## src/rtl/seq_code_detector.sv

```systemverilog
// Programmable one-hot button code detector: arms on Start, pulses U on a full match, Fail on a wrong press.
// Optional lockout after repeated failures is enabled by defining SEQ_CODE_LOCKOUT_EN.
module seq_code_detector #(
    parameter int NUM_COLORS  = 3,
    parameter int CODE_LEN    = 4,
    parameter int MAX_FAIL    = 3,
    parameter int LOCK_CYCLES = 16
) (
    input  logic                          Clk,
    input  logic                          Rst,
    input  logic                          Start,
    input  logic [NUM_COLORS-1:0]         Btn,
    input  logic                          CodeWe,
    input  logic [$clog2(CODE_LEN)-1:0]   CodeIdx,
    input  logic [NUM_COLORS-1:0]         CodeVal,
    output logic                          U,
    output logic                          Fail,
    output logic                          Busy,
    output logic                          Locked
);
    localparam int IDX_W = $clog2(CODE_LEN);

    localparam logic [2:0] ST_IDLE    = 3'd0;
    localparam logic [2:0] ST_ARMED   = 3'd1;
    localparam logic [2:0] ST_DONE    = 3'd2;
    localparam logic [2:0] ST_FAILED  = 3'd3;
`ifdef SEQ_CODE_LOCKOUT_EN
    localparam logic [2:0] ST_LOCKOUT = 3'd4;
    localparam int FC_W = $clog2(MAX_FAIL + 1);
    localparam int LC_W = $clog2(LOCK_CYCLES + 1);
`endif

    if (NUM_COLORS < 2 || CODE_LEN < 2 || MAX_FAIL < 1 || LOCK_CYCLES < 1) begin : g_bad_params
        $error("seq_code_detector: illegal parameter value");
    end

    function automatic logic [CODE_LEN-1:0][NUM_COLORS-1:0] default_code();
        logic [CODE_LEN-1:0][NUM_COLORS-1:0] c;
        for (int i = 0; i < CODE_LEN; i++) begin
            c[i] = '0;
            c[i][i % NUM_COLORS] = 1'b1;
        end
        return c;
    endfunction

    logic [2:0]                           state_q, state_d;
    logic [IDX_W-1:0]                     idx_q, idx_d;
    logic [CODE_LEN-1:0][NUM_COLORS-1:0]  code_q, code_d;
`ifdef SEQ_CODE_LOCKOUT_EN
    logic [FC_W-1:0]                      fail_cnt_q, fail_cnt_d;
    logic [LC_W-1:0]                      lock_cnt_q, lock_cnt_d;
`endif

    logic idx_ok;
    logic btn_hit;
    logic idx_last;

    assign idx_ok   = 32'(CodeIdx) < CODE_LEN;
    // A press must be one-hot, so zero or multi-hot stored entries never match.
    assign btn_hit  = $onehot(Btn) && (Btn == code_q[idx_q]);
    assign idx_last = idx_q == IDX_W'(CODE_LEN - 1);

    always_comb begin
        state_d = state_q;
        idx_d   = idx_q;
        code_d  = code_q;
`ifdef SEQ_CODE_LOCKOUT_EN
        fail_cnt_d = fail_cnt_q;
        lock_cnt_d = lock_cnt_q;
`endif
        case (state_q)
            ST_IDLE: begin
                if (CodeWe && idx_ok) code_d[CodeIdx] = CodeVal;
                if (Start) begin
                    state_d = ST_ARMED;
                    idx_d   = '0;
                end
            end
            ST_ARMED: begin
                if (Btn != '0) begin
                    if (btn_hit) begin
                        if (idx_last) begin
                            state_d = ST_DONE;
                            idx_d   = '0;
                        end else begin
                            idx_d = idx_q + IDX_W'(1);
                        end
                    end else begin
                        state_d = ST_FAILED;
                        idx_d   = '0;
`ifdef SEQ_CODE_LOCKOUT_EN
                        if (fail_cnt_q != FC_W'(MAX_FAIL)) fail_cnt_d = fail_cnt_q + FC_W'(1);
`endif
                    end
                end
            end
            ST_DONE: begin
                state_d = ST_IDLE;
`ifdef SEQ_CODE_LOCKOUT_EN
                fail_cnt_d = '0;
`endif
            end
            ST_FAILED: begin
`ifdef SEQ_CODE_LOCKOUT_EN
                if (fail_cnt_q == FC_W'(MAX_FAIL)) begin
                    state_d    = ST_LOCKOUT;
                    lock_cnt_d = LC_W'(LOCK_CYCLES - 1);
                end else begin
                    state_d = ST_IDLE;
                end
`else
                state_d = ST_IDLE;
`endif
            end
`ifdef SEQ_CODE_LOCKOUT_EN
            ST_LOCKOUT: begin
                if (lock_cnt_q == '0) begin
                    state_d    = ST_IDLE;
                    fail_cnt_d = '0;
                end else begin
                    lock_cnt_d = lock_cnt_q - LC_W'(1);
                end
            end
`endif
            default: state_d = ST_IDLE;
        endcase
    end

    always_ff @(posedge Clk) begin
        if (Rst) begin
            state_q <= ST_IDLE;
            idx_q   <= '0;
            code_q  <= default_code();
`ifdef SEQ_CODE_LOCKOUT_EN
            fail_cnt_q <= '0;
            lock_cnt_q <= '0;
`endif
        end else begin
            state_q <= state_d;
            idx_q   <= idx_d;
            code_q  <= code_d;
`ifdef SEQ_CODE_LOCKOUT_EN
            fail_cnt_q <= fail_cnt_d;
            lock_cnt_q <= lock_cnt_d;
`endif
        end
    end

    assign U    = state_q == ST_DONE;
    assign Fail = state_q == ST_FAILED;
    assign Busy = state_q == ST_ARMED;
`ifdef SEQ_CODE_LOCKOUT_EN
    assign Locked = state_q == ST_LOCKOUT;
`else
    assign Locked = 1'b0;
`endif

endmodule

```

## config.mk

```make
export PLATFORM = sky130hd
export DESIGN_NAME = seq_code_detector
export DESIGN_NICKNAME = d
export VERILOG_FILES = /design/src/rtl/seq_code_detector.sv
export SDC_FILE = /design/constraint.sdc
export NUM_CORES = 1
export LEC_CHECK = 0
export ABC_AREA = 1
export ABC_CLOCK_PERIOD_IN_PS = 1500
export CAP_MARGIN = 20
export CORE_MARGIN = 2
export CORE_UTILIZATION = 51
export CTS_CLUSTER_SIZE = 8
export DETAILED_ROUTE_END_ITERATION = 10
export PLACE_DENSITY = 0.79
export REMOVE_ABC_BUFFERS = 1
export SLEW_MARGIN = 30
export SYNTH_ARGS = -nofsm -noshare
export SYNTH_HDL_FRONTEND = slang
export SYNTH_SLANG_ARGS = --single-unit
```

## constraint.sdc

```tcl
create_clock -name Clk -period 1.5 [get_ports Clk]
set_input_delay 0.15 -clock Clk [delete_from_list [all_inputs] [get_ports Clk]]
set_output_delay 0.15 -clock Clk [all_outputs]
set_load 0.05 [all_outputs]
```

==> results.toml <==
[floorplan]
pin_count = 16
die_x_um = 46.8
die_y_um = 46.8
initial_core_util = 0.540
rows = 15
dieArea_sq_mm = 0.00219
core_sq_mm = 0.00173

[layout]
stdcell_area_sq_mm = 0.00126
antennaDiodeCount = 0
drive_gt1_frac = 0.227
stdcell_count = 197
areaGrowthSynthToFinish_pct = 35.6
layout.nets = 188
final_util = 0.732

[timing]
max_freq_mhz = 724
fin_worst_skew_ns = 0.00681
min_period_ns = 1.38
period_share = 0.920
hold_viol_final = 0
drv_slew = 0
final-setup-viol-count = 0

[worst_setup_path]
critPathKind = "input pin to flip-flop"
worst_path_dominant_cell_family = "adder cells"
crit_fanout = 2
critPathBufInv = 3
cp.arrival_ns = 1.58
worstPathCellList = "dlygate4sd2_1 > inv_2 > fa_1 > nor2_2 > nand2_1 > inv_1 > nand2_1 > nor2_2 > nand4_1 > a21oi_1"
crit_slowest_cell = "fa_1"
slowest_delay_ns = 0.49
end_kind = "flip-flop"
crit_required_ns = 1.70
worstSetupStartpointType = "input pin"

[synthesis]
synth_top_cell_area_share = 0.344
yosysMostFrequentCell = "nand2_1"
synth_edf_count = 0
async_reset_ff_frac = 0
synth_seq_cells = 16
yosysTopAreaCell = "dfxtp_1"
synth_area_leaders = "dfxtp_1 (34%), nand2_1 (15%), nand3_1 (9.1%)"
avgSynthCellArea_sq_um = 6.30
yosysSeqAreaShare = 0.344
yosys_warnings = 0
synth_common_cells = "nand2_1 (38), nor2_1 (22), inv_1 (21), nand3_1 (17), dfxtp_1 (16)"
synth_ff_type = "dfxtp_1"
synth_cell_types = 19
netlist_area_sq_um = 932
syn-instance-count = 148

[placed_design]
portBuffers = 14
place_area_sq_mm = 0.00120
dp.cells = 194
gp_congestion = 0.819
dp_hpwl_um = 1820

[cts]
clk_pin_slew_ns = 0.09
clock-sinks = 16
clkLatencyLatePin_ns = 0.28
cts_max_path_buffers = 2
root_buffer = "clkbuf_4"
cts_tree = "yes"
cts_buffers = 3
postCtsSetupRepairBufs = 0
cts_max_level = 1

[grt]
grt_overflow = 0
grt_pass1_wl_um = 3480
grt_max_degree = 14
grt_pass1_vias = 860
antenna_found_initial = 0
grt_util_all_layers = 0.223

[detailed_routing]
dr.pass1.iters = 4
drc = 0
vias = 995
detail_route.vias_per_cell = 5.05
drtIter0Drc = 21
drt_wl_total_um = 2180
routedWlPerCell_um = 11.1
final_antenna_net_count = 0

[pwr]
p_per_area_mw_per_mm2 = 759
power_w = 0.000959
power_frac_clock = 0.223
vdd_drop_max_mv = 0.613
seqPwrFrac = 0.483
power.switching_w = 0.000299
combinationalPowerShare = 0.295
static-leakage-power_nw = 0.619
intPower_w = 0.000660
switching_share = 0.311

[run_status]
status = "finished, final reports clean"

[min_path]
hold_path.class = "input pin to flip-flop"

[run]
maxCapViolCount = 0
[power by group through the flow]
stage | combinational (W) | sequential (W) | clock (W)
after detailed placement | 0.000268 | 0.000472 | 0
after floorplan | 0.000150 | 0.000472 | 0
after CTS | 0.000270 | 0.000462 | 0.000223
after global placement | 0.000260 | 0.000471 | 0
after global routing | 0.000311 | 0.000466 | 0.000242
final | 0.000283 | 0.000463 | 0.000214
[cells in the final DEF, fill, tap and decap left out]
| master | n |
|---|---|
| dfxtp_2 | 1 |
| nor3_2 | 2 |
| dlygate4sd2_1 | 3 |
| conb_1 | 1 |
| nand3_2 | 7 |
| buf_4 | 9 |
| nor2_1 | 21 |
| nand4_1 | 3 |
| ha_1 | 1 |
| inv_1 | 18 |
| nand2_1 | 35 |
| fa_1 | 1 |
| dfxtp_1 | 15 |
| clkdlybuf4s50_1 | 8 |
| nor2_2 | 5 |
| clkbuf_4 | 3 |
| inv_6 | 1 |
| nand2_2 | 4 |
| a21oi_1 | 3 |
| o21ai_0 | 10 |
| buf_12 | 4 |
| nor3_1 | 2 |
| nand3_1 | 12 |
| inv_2 | 3 |
[final cells by class]
type	count	area (sq um)
inverters	22	87.6
well taps	25	31.3
flip-flops and latches	16	322
repair buffers	24	254
multi-input cells	107	547
clock buffers	3	22.5
fillers	152	463
[state kept, by name, indices dropped and copies added (netlist names)]
name and cells:
state_q 2, code_q 12, idx_q 2
[metrics by stage]
step                TNS (ns)  setup WS (ns)  hold slack, ns
finish                     0          0.119           0.457
global route         -0.0565        -0.0368           0.495
CTS                        0         0.0614           0.460
detailed placement     -1.58         -0.423           0.452
global placement       -1.30         -0.345           0.445
floorplan            -0.0528        -0.0471           0.219
[metal layers]
metal,part of all wire,GRT usage,routed length (um)
met5,0,0,0
met2,0.52,0.386,1140
met3,0.034,0.0231,73
met4,0.011,0.0833,25
met1,0.43,0.288,941
[worst reg2reg max path, cell delays in order (launching register included)]
cell and delay, ns:
dfxtp_2 0.36, buf_12 0.13, inv_6 0.04, nand2_1 0.06, nand3_2 0.09, nand2_2 0.09
nand2_1 0.05, nand2_1 0.05, nand2_1 0.06, nor2_2 0.12, nand4_1 0.08, a21oi_1 0.16
[repair_timing]
item,in CTS,in global routing
resized for setup,7,11
pin swaps,4,1
cloned,0,0
hold buffers,0,0
setup endpoints to repair,4,10
[cells by family (layout without fill, tap and decap cells)]
family                     Yosys count  count (layout)  synth area share
AOI/OAI and AO/OA                   13              13            0.0698
adders and majority gates            2               2            0.0349
buffers and inverters               25              49             0.118
DFF                                 16              16             0.344
other                                1               1           0.00402
and+or+nand+nor                     91              91             0.430
[path summary, 6_finish.rpt]
| kind | from | to | slack (ns) | cells after the start |
|---|---|---|---|---|
| worst max register to register | idx_q[0] | idx_q[0] | 0.13 | 11 |
| worst min register to register | code_q[0] | code_q[0] | 0.47 | 2 |
| worst max-delay path | Btn[2] | idx_q[0] | 0.12 | 10 |
| worst min-delay path | Btn[0] | idx_q[1] | 0.46 | 6 |
Note: power is estimated with default switching activity, not from simulation.
